==> src/rtl/core_seq.sv <==
// ---------------------------------------------------------------------------
// core_seq -- multi-cycle control sequencer for the RV32I core.
//
// Steps every instruction through FETCH -> DECODE -> EXEC -> (MEM) -> WB.
// It handshakes with instruction and data memory, and turns the decoder's
// flags into write enables and mux selects for the PC, IR, register file
// and CSR file. It also counts retired instructions, watches for memory
// accesses that never complete, and parks the core in HALT on request.
//
// Ports
//   clock, reset        core clock; synchronous active-low reset
//   imem_req / imem_ack instruction fetch handshake
//   ir_we               load the instruction register (the cycle imem_ack is seen)
//   jal .. csr_write    decoder flags for the instruction held in IR
//   illegal             IR does not hold a supported opcode
//   br_taken            ALU compare result for conditional branches
//   dmem_req / dmem_we  data access request and its direction (1 = store)
//   dmem_ack            data access complete
//   pc_we, pc_sel       PC update and its source (0 pc+4, 1 pc+imm, 2 ALU)
//   rf_we, csr_we       register file / CSR file write enables
//   wb_sel              register write-back source (0 ALU, 1 load, 2 pc+4)
//   halt_req, halted    halt at the next instruction boundary / parked
//   error               sticky fault flag (timeout or illegal opcode)
//   state_o             current state encoding, for debug and checkers
//   instret             retired instruction count, wraps modulo 2^CNT_W
//
// Memory handshake (both ports): a request is held high every cycle the
// sequencer waits in FETCH or MEM. The access completes in the cycle the
// matching ack is high while the request is high; acks seen in any other
// cycle are ignored. The sequencer never drops a request before its ack
// unless the wait counter expires, which moves it to ERROR.
//
// All outputs are forced to 0 while reset is low.
// ---------------------------------------------------------------------------
module core_seq #(
  parameter int TIMEOUT = 16,
  parameter int CNT_W   = 32
) (
  input  logic             clock,
  input  logic             reset,
  output logic             imem_req,
  input  logic             imem_ack,
  output logic             ir_we,
  input  logic             jal,
  input  logic             jalr,
  input  logic             branch,
  input  logic             mem_read,
  input  logic             mem_write,
  input  logic             reg_write,
  input  logic             csr_write,
  input  logic             illegal,
  input  logic             br_taken,
  output logic             dmem_req,
  output logic             dmem_we,
  input  logic             dmem_ack,
  output logic             pc_we,
  output logic [1:0]       pc_sel,
  output logic             rf_we,
  output logic             csr_we,
  output logic [1:0]       wb_sel,
  input  logic             halt_req,
  output logic             halted,
  output logic             error,
  output logic [2:0]       state_o,
  output logic [CNT_W-1:0] instret
);

  typedef enum logic [2:0] {
    S_FETCH  = 3'd0,
    S_DECODE = 3'd1,
    S_EXEC   = 3'd2,
    S_MEM    = 3'd3,
    S_WB     = 3'd4,
    S_HALT   = 3'd5,
    S_ERROR  = 3'd6
  } state_t;

  // Wait counter only has to reach TIMEOUT-1.
  localparam int TO_W = (TIMEOUT > 1) ? $clog2(TIMEOUT) : 1;
  localparam logic [TO_W-1:0] TO_LAST = TO_W'((TIMEOUT > 0) ? TIMEOUT - 1 : 0);
  localparam bit TO_EN = (TIMEOUT != 0);

  state_t           r_state;
  state_t           w_next;
  logic [TO_W-1:0]  r_to_cnt;
  logic             r_error;
  logic [CNT_W-1:0] r_instret;

  logic             w_waiting;
  logic             w_expire;

  // A wait cycle is a FETCH or MEM cycle whose ack has not arrived.
  // Because both wait states are only entered from other states, clearing
  // the counter whenever we are not waiting is the same as clearing it on
  // entry, and an ack always restarts the count for the next access.
  assign w_waiting = ((r_state == S_FETCH) && !imem_ack) ||
                     ((r_state == S_MEM)   && !dmem_ack);

  // An ack in the last allowed cycle keeps w_waiting low, so progress wins.
  assign w_expire  = TO_EN && w_waiting && (r_to_cnt == TO_LAST);

  // -------------------------------------------------------------------------
  // State register
  // -------------------------------------------------------------------------
  always_ff @(posedge clock) begin
    if (!reset) begin
      r_state <= S_FETCH;
    end else begin
      r_state <= w_next;
    end
  end

  // -------------------------------------------------------------------------
  // Wait counter
  // -------------------------------------------------------------------------
  always_ff @(posedge clock) begin
    if (!reset) begin
      r_to_cnt <= '0;
    end else if (w_waiting) begin
      r_to_cnt <= r_to_cnt + TO_W'(1);
    end else begin
      r_to_cnt <= '0;
    end
  end

  // -------------------------------------------------------------------------
  // Sticky error flag: set on the way into ERROR, cleared only by reset.
  // -------------------------------------------------------------------------
  always_ff @(posedge clock) begin
    if (!reset) begin
      r_error <= 1'b0;
    end else if (w_next == S_ERROR) begin
      r_error <= 1'b1;
    end
  end

  // -------------------------------------------------------------------------
  // Retired instruction counter: one retire per WB cycle, wraps naturally.
  // -------------------------------------------------------------------------
  always_ff @(posedge clock) begin
    if (!reset) begin
      r_instret <= '0;
    end else if (r_state == S_WB) begin
      r_instret <= r_instret + CNT_W'(1);
    end
  end

  // -------------------------------------------------------------------------
  // Next-state and control outputs. Everything defaults to 0 and is only
  // driven while reset is high, so nothing fires during reset.
  // -------------------------------------------------------------------------
  always_comb begin
    w_next   = r_state;
    imem_req = 1'b0;
    ir_we    = 1'b0;
    dmem_req = 1'b0;
    dmem_we  = 1'b0;
    pc_we    = 1'b0;
    pc_sel   = 2'd0;
    rf_we    = 1'b0;
    csr_we   = 1'b0;
    wb_sel   = 2'd0;
    halted   = 1'b0;

    if (reset) begin
      unique case (r_state)
        S_FETCH: begin
          imem_req = 1'b1;
          if (imem_ack) begin
            // Instruction is captured in the same cycle it arrives.
            ir_we  = 1'b1;
            w_next = S_DECODE;
          end else if (w_expire) begin
            w_next = S_ERROR;
          end
        end

        S_DECODE: begin
          w_next = illegal ? S_ERROR : S_EXEC;
        end

        S_EXEC: begin
          w_next = (mem_read || mem_write) ? S_MEM : S_WB;
        end

        S_MEM: begin
          dmem_req = 1'b1;
          dmem_we  = mem_write;
          if (dmem_ack) begin
            w_next = S_WB;
          end else if (w_expire) begin
            w_next = S_ERROR;
          end
        end

        S_WB: begin
          pc_we  = 1'b1;
          // Stores and branches never write rd even if the flag is set.
          rf_we  = reg_write && !mem_write && !branch;
          csr_we = csr_write;
          if (jalr) begin
            pc_sel = 2'd2;
          end else if (jal || (branch && br_taken)) begin
            pc_sel = 2'd1;
          end
          if (jal || jalr) begin
            wb_sel = 2'd2;
          end else if (mem_read) begin
            wb_sel = 2'd1;
          end
          w_next = halt_req ? S_HALT : S_FETCH;
        end

        S_HALT: begin
          halted = 1'b1;
          if (!halt_req) begin
            w_next = S_FETCH;
          end
        end

        S_ERROR: begin
          w_next = S_ERROR;
        end

        default: begin
          // Unused encoding 7 is treated as a fault.
          w_next = S_ERROR;
        end
      endcase
    end
  end

  assign error   = reset ? r_error   : 1'b0;
  assign state_o = reset ? r_state   : 3'd0;
  assign instret = reset ? r_instret : '0;

endmodule

==> config.mk <==
export PLATFORM = sky130hd
export DESIGN_NAME = core_seq
export DESIGN_NICKNAME = d
export VERILOG_FILES = /design/src/rtl/core_seq.sv
export SDC_FILE = /design/constraint.sdc
export NUM_CORES = 1
export LEC_CHECK = 0
export CORE_AREA = 2 2 75 77
export DETAILED_ROUTE_END_ITERATION = 8
export DIE_AREA = 0 0 77 79
export PLACE_DENSITY_LB_ADDON = 0.25
export SLEW_MARGIN = 20
export SYNTH_ARGS = -nofsm -noshare
export SYNTH_HDL_FRONTEND = slang
export SYNTH_SLANG_ARGS = --single-unit
==> constraint.sdc <==
create_clock -name clock -period 2 [get_ports clock]
set_input_delay 0.3 -clock clock [delete_from_list [all_inputs] [get_ports clock]]
set_output_delay 0.3 -clock clock [all_outputs]
set_load 0.02 [all_outputs]
==> reports/metrics.cfg, run 1 <==
[timing]
final_hold_violation_count=0
worst_slew_pin_slew_ps=382.4
clock.fmax_mhz=503.0
grt_setup_unrepaired=yes
slew_violations=0
skew_ps=5.341
max_slew_margin_pct=74.50
period_minus_ws_final_ps=1988
setup_viol_count_final=0
holdWs_ps=448.1
min_period_over_period_pct=99.40

[flow_run]
cap_violations=0

[floorplan]
die-area_um2=6083
io_pins=62
num_rows=27
die_h_um=79
coreArea_um2=5338
initial_utilization_pct=40.90
floorplan.die.width_um=77

[drt]
post_drt_wl_per_cell_um=12.25
antenna_left=0
drt_iter0_drc=92
vias=2245
firstDrtPassIters=4
viasPerCell=4.967
remaining_drc_errors=0
routed_wl_um=5537

[clocking]
insertion_delay_ps=290
cts_root_buffer=sky130_fd_sc_hd__clkbuf_8
cts.sink_count=40
cts_h_tree_depth=2
cts.path.max_buffers=2
tritoncts=built
hold_buffers=0
cts-buffers-inserted=5
clock_transition_at_path_regs_ps=80

[power_and_ir_drop]
power_frac_comb_pct=20.3
power_density_nw_per_um2=609.3
power.switching_uw=509.7
peakVddDrop_v=0.0004692
p_leak_nw=1.510
internal_power_mw=1.502
pwr-share-seq_pct=41.7
power_switching_share_pct=25.34
p_total_mw=2.011
power.clock.fraction_pct=37.9

[grt]
grt_pass1_wl_um=9225
grt_max_degree=16
groute.usage.overall_pct=18.42
grt_pass1_vias=2079
grt_antenna_before_repair=0
global_route.overflow_total=0

[place]
io_buffer_count=61
last_weighted_congestion_value_of_the_routability_driven_placer=0.8132
dpl.hpwl_um=4226

[synth]
syn-instance-count=283
synth-edff-count=0
synth_area_leaders=sky130_fd_sc_hd__dfxtp_1 37%, sky130_fd_sc_hd__and2_1 8.9%, sky130_fd_sc_hd__nor2_1 7.0%
synthesis.yosys.warnings=0
yosys.area.top_type=sky130_fd_sc_hd__dfxtp_1
synth_cell_types=37
synth.top_cells.by_count=41 x sky130_fd_sc_hd__nor2_1, 40 x sky130_fd_sc_hd__dfxtp_1, 31 x sky130_fd_sc_hd__and2_1
synth.avg_cell_area_um2=7.715
synth.top_cell.area_share_pct=36.68
syn_area_um2=2183
ys_async_sr_fraction_pct=0
post-synth-top-count-cell=sky130_fd_sc_hd__nor2_1
yosysSeqAreaShare_pct=36.68
synth_ff_type=sky130_fd_sc_hd__dfxtp_1
synthesis.nets=299
synth-seq-cells=40

[layout]
n_fill_cell=525
layout.nets=396
multiInputGateArea_um2=1343
seqCellArea_um2=807.0
n_antenna_cell=0
final_layout_size_suffix_gt1_share_pct=22.63
syn2layout_area_growth_pct=51.17

[setup_path]
critical_path_class=reg -> reg
timing.reg2reg.worst_path_depth=6
setup.worst_path.start_class=flop
worst-endpoint-arrival_ps=2170
worst_setup_path_end_kind=flop
timing.rr.start=r_instret[4]
path_max_fanout=14
r2r_slack_ps=10
worst-endpoint-required_ps=2180
reg2reg_to=r_instret[22]

[hold_path]
timing.hold.worst.start=r_to_cnt[0]
min_to=r_to_cnt[0]
timing.hold.worst.class=reg -> reg
whs_path_depth=1

[run_status]
run_status=finished, final reports clean

## power groups by stage
stage | sequential [mW] | clock, mW | combinational (mW)
final | 0.839 | 0.763 | 0.409
after global routing | 0.843 | 0.819 | 0.449
after floorplan | 0.862 | 0 | 0.216
after CTS | 0.839 | 0.779 | 0.409
after detailed placement | 0.858 | 0 | 0.427
after global placement | 0.858 | 0 | 0.419
## kinds of logic (layout without fill, tap and decap cells)
logic type                 Yosys count  in the layout  share of synthesized area, %
and+or+nand+nor                    157            157                         37.82
muxes                               12             12                         6.189
AOI/OAI and AO/OA                   32             32                         8.596
DFF                                 40             40                         36.68
adders and majority gates            2              2                         1.146
xor gates and xnor gates            11             11                         4.412
buffers and inverters               29            126                         5.158
## placed cells by master (no fill, tap or decap), types with 4 or more instances in the layout
master / n
sky130_fd_sc_hd__and3_1: 6
sky130_fd_sc_hd__xnor2_1: 4
sky130_fd_sc_hd__nand4_1: 5
sky130_fd_sc_hd__xor2_1: 7
sky130_fd_sc_hd__nand3_1: 15
sky130_fd_sc_hd__nor3_1: 7
sky130_fd_sc_hd__clkbuf_8: 5
sky130_fd_sc_hd__o21ai_0: 10
sky130_fd_sc_hd__nor3_2: 5
sky130_fd_sc_hd__dlygate4sd2_1: 41
sky130_fd_sc_hd__or3_1: 10
sky130_fd_sc_hd__inv_1: 14
sky130_fd_sc_hd__and2_1: 31
sky130_fd_sc_hd__dfxtp_1: 35
sky130_fd_sc_hd__buf_4: 43
sky130_fd_sc_hd__nor2_1: 41
sky130_fd_sc_hd__clkdlybuf4s50_1: 13
sky130_fd_sc_hd__dfxtp_2: 5
sky130_fd_sc_hd__nand2_1: 17
sky130_fd_sc_hd__mux2_2: 11
sky130_fd_sc_hd__clkbuf_2: 4
sky130_fd_sc_hd__a21oi_1: 14
## per-stage QoR
stage	area, um^2	setup WS (ps)	instances	setup TNS (ps)	utilization (%)
after floorplan	2195	-4.089	283	-4.089	-
after global placement	3120	-279.4	439	-5572	58.46
after detailed placement	3120	-306.9	439	-6626	58.46
after CTS	3242	-9.947	449	-9.947	60.74
after global routing	3301	-64.60	452	-228.8	61.84
final	3301	11.93	452	0	61.84
## worst max path at each step
stage / start / end / slack (ps) / depth (start not counted)
after floorplan: r_state[0] / r_instret[18] / -4 / 6
after global placement: reset / rf_we / -280 / 6
after detailed placement: reset / rf_we / -310 / 6
after CTS: r_state[0] / rf_we / -10 / 5
after global routing: r_instret[4] / r_instret[22] / -60 / 6
final: r_instret[4] / r_instret[22] / 10 / 6
## routing by layer
layer	up-vias	wire length [um]	track usage, %
met5	-	0	0
met4	0	53	5.179
met3	8	191	3.977
met2	35	2767	33.42
met1	1031	2525	21.98
li1	1171	-	-
## repair_timing
action | in CTS | in global routing
gates resized for setup | 56 | 22
endpoints found under the hold margin | 0 | 0
buffers inserted | 3 | 3
pin swaps | 1 | 4
endpoints found under the setup margin | 54 | 17
## critical path, stage by stage (launching register included)
cell and delay, ps:
sky130_fd_sc_hd__dfxtp_2 360, sky130_fd_sc_hd__nand4_1 140, sky130_fd_sc_hd__or4_4 570, sky130_fd_sc_hd__buf_8 170, sky130_fd_sc_hd__buf_4 140, sky130_fd_sc_hd__nor3_2 180
sky130_fd_sc_hd__mux2_4 320
## sequential cells by signal (all words and copies together), names as in the netlist
name       count
r_state        3
r_instret     32
r_to_cnt       4
r_error        1
## cell type report
cell class                 count  area share [%]
multi-input combinational    214           40.67
tap                           72           2.729
inverter                      14           1.592
sequential                    40           24.45
clock buffer                   5           2.085
clock inverter                 2           1.820
timing repair buffer         105           26.65
Power figures use the tool's default switching activity.
==> inputs of run 2 (changes only) <==
--- a/config.mk
+++ b/config.mk
@@ -5,9 +5,10 @@
 export SDC_FILE = /design/constraint.sdc
 export NUM_CORES = 1
 export LEC_CHECK = 0
-export CORE_AREA = 2 2 75 77
+export CORE_AREA = 2 2 71 73
+export CTS_CLUSTER_DIAMETER = 60
 export DETAILED_ROUTE_END_ITERATION = 8
-export DIE_AREA = 0 0 77 79
+export DIE_AREA = 0 0 73 75
 export PLACE_DENSITY_LB_ADDON = 0.25
 export SLEW_MARGIN = 20
 export SYNTH_ARGS = -nofsm -noshare
==> constraint.sdc (replaced) <==
create_clock -name clock -period 1.96 [get_ports clock]
set_input_delay 0.294 -clock clock [delete_from_list [all_inputs] [get_ports clock]]
set_output_delay 0.294 -clock clock [all_outputs]
set_load 0.02 [all_outputs]
==> run 2 against run 1 <==
  * Design area grew 1.3%
  * Highest routed layer unchanged
  * Utilization grew 9.9 points
  * Register-to-register slack gained 30 ps
  * Global-route usage grew 2.9 points
  * Critical endpoint is now instret[29]
  * Clock power shrank 25%
  * Sequential share of layout area shrank 0.34 points
  * Combinational power grew 6.6%
  * Sequential power grew 2%
==> reports/metrics.cfg, run 2 (synthesis gave the netlist of run 1 again) <==
[setup_path]
cpPeakStageDelay_ps=610  ; +40 ps
worst-endpoint-arrival_ps=1630  ; -540 ps
cp_top_family=buffers and inverters
critical-path-slowest-cell=sky130_fd_sc_hd__clkdlybuf4s50_1
timing.rr.start=r_instret[5]
cp-startpoint=reset
worst-endpoint-required_ps=1670  ; -510 ps
path_max_fanout=23  ; +9
critPathBufInv=3  ; +1
setup.worst_path.start_class=input port
ordered_cell_list_for_the_critical_path=dlygate4sd2_1, buf_6, and2_1, clkdlybuf4s50_1
critical_path_class=in -> out
worst_setup_path_end_kind=primary output

[layout]
n_antenna_cell=0  ; unchanged
most-common-layout-cells=41 x sky130_fd_sc_hd__nor2_1, 36 x sky130_fd_sc_hd__dfxtp_1, 34 x sky130_fd_sc_hd__buf_4
top_registers=r_instret: 32 flops, r_to_cnt: 4 flops, r_state: 3 flops
final_layout_size_suffix_gt1_share_pct=22.55  ; -0.085 points
layout_commonest_cell=sky130_fd_sc_hd__nor2_1
max_flop_register=r_instret
largest_register_ff_count=32  ; unchanged
syn2layout_area_growth_pct=53.07
layout.nets=392  ; -1.0%
utilization_pct=71.70  ; +9.9 points
n_fill_cell=374  ; -29%

[drt]
drt_iter0_drc=74  ; -20%
vias=2290  ; +2.0%
routed_wl_um=5883  ; +6.2%
remaining_drc_errors=0  ; unchanged
firstDrtPassIters=4  ; unchanged
viasPerCell=5.313  ; +7.0%
antenna_left=0  ; unchanged
post_drt_wl_per_cell_um=13.65  ; +11%

[power_and_ir_drop]
p_total_mw=1.863  ; -7.4%
p_leak_nw=1.598  ; +5.8%
peakVddDrop_v=0.0003971  ; -15%
power_density_nw_per_um2=557.5  ; -8.5%

[clocking]
cts.sink_count=40  ; unchanged
cts-buffers-inserted=5  ; unchanged
tritoncts=built
cts_root_buffer=sky130_fd_sc_hd__clkbuf_8
cts.path.max_buffers=2  ; unchanged
insertion_delay_ps=290  ; about the same
cts_h_tree_depth=2  ; unchanged
clock_transition_at_path_regs_ps=80  ; about the same

[timing]
fin_ws_ps=33.26  ; +21.33 ps
worst_slew_pin_slew_ps=374.4  ; -8.063 ps
grt_setup_unrepaired=yes
period_minus_ws_final_ps=1927
max_slew_margin_pct=75.04  ; +0.54 points
setup_viol_count_final=0  ; unchanged
slew_violations=0  ; unchanged
min_period_over_period_pct=98.30
final_hold_violation_count=0  ; unchanged
clock.fmax_mhz=519.0
skew_ps=12.20  ; +6.856 ps

[place]
dpl.hpwl_um=4204  ; -0.52%
dp_worst_setup_slack_ps=-434.8  ; -127.9 ps
io_buffer_count=61  ; unchanged
last_weighted_congestion_value_of_the_routability_driven_placer=0.8825  ; +8.5%

[floorplan]
initial_utilization_pct=46.85  ; +5.9 points
coreArea_um2=4661  ; -13%
num_rows=25  ; -7.4%
die_h_um=75  ; -5.1%
io_pins=62  ; unchanged
floorplan.die.width_um=73  ; -5.2%
die-area_um2=5475  ; -10%

[flow_run]
cap_violations=0  ; unchanged

[hold_path]
timing.hold.worst.start=r_to_cnt[0]
timing.hold.worst.class=reg -> reg

[grt]
grt_pass1_wl_um=9301  ; +0.82%
grt_antenna_before_repair=0  ; unchanged
grt_max_degree=24  ; +8
groute.usage.overall_pct=21.34  ; +2.9 points
grt_pass1_vias=2066  ; -0.63%
global_route.overflow_total=0  ; unchanged

[run_status]
run_status=finished, final reports clean

-- run 2: cell type report --
type	instances	area (um^2)	share of cell area [%]
clock buffer	7	86.33	2.583
clock inverter	1	7.507	0.2246
inverter	14	52.55	1.572
multi-input combinational	214	1370	41.00
sequential	40	805.8	24.11
tap	54	67.56	2.022
timing repair buffer	101	952.2	28.49
-- run 2: layer usage --
metal | global-route usage [%] | wire (um) | vias up
li1 | - | - | 1158
met1 | 26.73 | 2583 | 1077
met2 | 37.24 | 3036 | 49
met3 | 4.685 | 230 | 6
met4 | 5.556 | 32 | 0
met5 | 0 | 0 | -
-- run 2: repair_timing --
item                                    in CTS  in global routing
gates resized for setup                     30                 41
endpoints found under the setup margin      63                 37
pin swaps                                    2                  6
hold buffers                                 0                  0
buffers inserted                             3                  1
-- run 2: path summary, 6_finish.rpt --
check                                     end  depth (start not counted)  slack (ps)
worst max-delay path              instret[29]                          4          30
worst max register to register  r_instret[21]                          5          40
worst min register to register    r_to_cnt[0]                          1         460
worst min-delay path              r_to_cnt[0]                          1         460
-- run 2: report_power, final --
| group | total [mW] | switching [mW] | internal, mW |
|---|---|---|---|
| logic | 0.436 | 0.235 | 0.201 |
| registers | 0.857 | 0.0155 | 0.841 |
| clock network | 0.570 | 0.284 | 0.286 |
| total | 1.86 | 0.535 | 1.33 |
-- run 2: stage by stage --
step / TNS, ps / hold WS (ps) / instances / area, um^2
floorplan: -44.09 / 417.5 / 283 / 2202
global placement: -13900 / 427.1 / 419 / 3103
detailed placement: -13100 / 447.5 / 419 / 3103
CTS: 0 / 459.0 / 430 / 3229
global route: -75.30 / 484.1 / 431 / 3342
finish: 0 / 457.8 / 431 / 3342
-- run 2: worst reg2reg max path: stages (launching register included) --
cell and delay (ps):
sky130_fd_sc_hd__dfxtp_1 340, sky130_fd_sc_hd__nand4_1 120, sky130_fd_sc_hd__or4_4 630, sky130_fd_sc_hd__buf_8 180
sky130_fd_sc_hd__nor3_1 190, sky130_fd_sc_hd__mux2_2 360
==> inputs of run 3 (changes only) <==
--- a/config.mk
+++ b/config.mk
@@ -10,6 +10,7 @@
 export DETAILED_ROUTE_END_ITERATION = 8
 export DIE_AREA = 0 0 73 75
 export PLACE_DENSITY_LB_ADDON = 0.25
+export SKIP_LAST_GASP = 1
 export SLEW_MARGIN = 20
 export SYNTH_ARGS = -nofsm -noshare
 export SYNTH_HDL_FRONTEND = slang
==> run 3 against run 2 <==
  * Combinational power is 1% lower
  * Clock skew hardly changed
  * Via count is 0.13% lower
  * Non-clock buffer count stayed put
  * Worst hold slack worse by 0.88 ps
  * Design area is 0.67% lower
  * Utilization is 0.48 points lower
  * Sequential share of layout area is 0.16 points higher
  * Wire length is 0.56% lower
  * Clock power hardly changed
==> reports/metrics.cfg, run 3 (synthesis gave the netlist of run 1 again) <==
[clocking]
cts.path.max_buffers=2  ; unchanged
insertion_delay_ps=290  ; about the same
hold_buffers=0  ; unchanged
cts-buffers-inserted=5  ; unchanged
tritoncts=built
cts.sink_count=40  ; unchanged
clock_transition_at_path_regs_ps=80  ; about the same
cts_h_tree_depth=2  ; unchanged
cts_root_buffer=sky130_fd_sc_hd__clkbuf_8

[setup_path]
critical-path-slowest-cell=sky130_fd_sc_hd__clkdlybuf4s50_1
timing.reg2reg.worst_path_depth=7  ; +2
worst_setup_path_end_kind=primary output
path_max_fanout=23  ; unchanged
cpPeakStageDelay_ps=600  ; about the same
ordered_cell_list_for_the_critical_path=dlygate4sd2_1, buf_6, and2_1, clkdlybuf4s50_1
worst-endpoint-required_ps=1670  ; about the same
setup.worst_path.end=instret[28]
r2r_slack_ps=40  ; about the same
reg2reg_to=r_instret[29]
setup.worst_path.start_class=input port
worst-endpoint-arrival_ps=1620  ; about the same
critical_path_class=in -> out
timing.rr.start=r_state[0]
cp-startpoint=reset

[layout]
largest_register_ff_count=32  ; unchanged
max_flop_register=r_instret
n_antenna_cell=0  ; unchanged
top_registers=r_instret: 32 flops, r_to_cnt: 4 flops, r_state: 3 flops
most-common-layout-cells=41 x sky130_fd_sc_hd__nor2_1, 36 x sky130_fd_sc_hd__buf_4, 36 x sky130_fd_sc_hd__dfxtp_1
final_layout_size_suffix_gt1_share_pct=22.55  ; unchanged
utilization_pct=71.22  ; -0.48 points
final-instance-count-excl-fill=431  ; unchanged
layout.nets=392  ; unchanged
layout_commonest_cell=sky130_fd_sc_hd__nor2_1
multiInputGateArea_um2=1355  ; -1.1%
n_fill_cell=383  ; +2.4%
syn2layout_area_growth_pct=52.03
seqCellArea_um2=805.8  ; unchanged

[power_and_ir_drop]
power_density_nw_per_um2=560.1  ; +0.47%
p_leak_nw=1.577  ; -1.3%
p_total_mw=1.859  ; -0.21%
peakVddDrop_v=0.0003801  ; -4.3%

[floorplan]
coreArea_um2=4661  ; unchanged
die_h_um=75  ; unchanged
die-area_um2=5475  ; unchanged
floorplan.die.width_um=73  ; unchanged
num_rows=25  ; unchanged
initial_utilization_pct=46.85  ; unchanged
io_pins=62  ; unchanged

[timing]
min_period_over_period_pct=97.87  ; -0.44 points
worst_slew_pin_slew_ps=375.6  ; +1.186 ps
max_slew_margin_pct=74.96  ; -0.079 points
fin_ws_ps=41.82  ; +8.560 ps
slew_violations=0  ; unchanged
grt_setup_unrepaired=yes
setup_viol_count_final=0  ; unchanged
clock.fmax_mhz=521.3  ; +0.45%
period_minus_ws_final_ps=1918  ; -8.560 ps
skew_ps=12.44  ; +0.2427 ps
final_hold_violation_count=0  ; unchanged

[hold_path]
timing.hold.worst.class=reg -> reg
timing.hold.worst.start=r_to_cnt[0]

[drt]
vias=2287  ; -0.13%
drt_iter0_drc=84  ; +14%
viasPerCell=5.306  ; -0.13%
antenna_left=0  ; unchanged
post_drt_wl_per_cell_um=13.57  ; -0.56%
firstDrtPassIters=6  ; +2
remaining_drc_errors=0  ; unchanged
routed_wl_um=5850  ; -0.56%

[place]
io_buffer_count=61  ; unchanged
placed_cells_incl_taps=419  ; unchanged
last_weighted_congestion_value_of_the_routability_driven_placer=0.8825  ; unchanged
dpl.hpwl_um=4204  ; unchanged
dp_worst_setup_slack_ps=-434.8  ; unchanged

[grt]
grt_pass1_wl_um=9301  ; unchanged
groute.usage.overall_pct=21.34  ; unchanged
grt_max_degree=24  ; unchanged
global_route.overflow_total=0  ; unchanged
grt_pass1_vias=2066  ; unchanged
grt_antenna_before_repair=0  ; unchanged

[flow_run]
cap_violations=0  ; unchanged

[run_status]
run_status=finished, final reports clean

run 3: cell types whose count changed in the layout (fill, tap and decap cells not counted):
cell / change
sky130_fd_sc_hd__nor3_4: -1
sky130_fd_sc_hd__buf_6: -2
sky130_fd_sc_hd__nor3_2: +1
sky130_fd_sc_hd__nor4bb_4: -1
sky130_fd_sc_hd__nor4bb_2: +1
sky130_fd_sc_hd__buf_4: +2
run 3: critical path: cells and delay by family:
kind / cells / cell delay [ps]
buffers and inverters: 3 / 1160
AND/OR/NAND/NOR: 1 / 160
run 3: per-layer routing:
| layer | vias to the layer above | wire length [um] | global-route usage, % |
|---|---|---|---|
| met3 | 6 | 203 | 4.685 |
| met2 | 44 | 3025 | 37.24 |
| li1 | 1159 | - | - |
| met5 | - | 0 | 0 |
| met4 | 0 | 46 | 5.556 |
| met1 | 1078 | 2575 | 26.73 |
run 3: repair_timing:
action / 4_1_cts / 5_1_grt
gates resized for setup: 30 / 37
setup buffers: 3 / 1
setup endpoints to repair: 63 / 37
endpoints found under the hold margin: 0 / 0
pin swaps: 2 / 6
run 3: area by class of cell:
| class | instances | area share, % |
|---|---|---|
| flip-flops and latches | 40 | 24.27 |
| well taps | 54 | 2.035 |
| repair buffers | 101 | 28.46 |
| multi-input cells | 214 | 40.82 |
| clock buffers | 7 | 2.601 |
| clock inverters | 1 | 0.2262 |
| inverters | 14 | 1.583 |
run 3: worst min path at each step:
| stage | endpoint | slack, ps | cells after the start |
|---|---|---|---|
| after floorplan | r_to_cnt[0] | 420 | 1 |
| after global placement | r_to_cnt[0] | 430 | 1 |
| after detailed placement | r_to_cnt[0] | 450 | 1 |
| after CTS | r_to_cnt[0] | 460 | 1 |
| after global routing | r_to_cnt[0] | 480 | 1 |
| final | r_to_cnt[0] | 460 | 1 |
run 3: per-stage QoR:
stage / cell area (um^2) / setup TNS [ps] / hold slack (ps)
2_1_floorplan: 2202 / -44.09 / 417.5
3_3_place_gp: 3103 / -13900 / 427.1
3_5_place_dp: 3103 / -13100 / 447.5
4_1_cts: 3229 / 0 / 459.0
5_1_grt: 3319 / -143.2 / 484.1
6_report: 3319 / 0 / 457.0
run 3: power breakdown:
part / switching (mW) / total [mW] / leakage, nW / internal, mW
combinational: 0.231 / 0.430 / 1.21 / 0.199
sequential: 0.0158 / 0.857 / 0.325 / 0.841
clock: 0.286 / 0.573 / 0.0445 / 0.286
total: 0.533 / 1.86 / 1.58 / 1.33
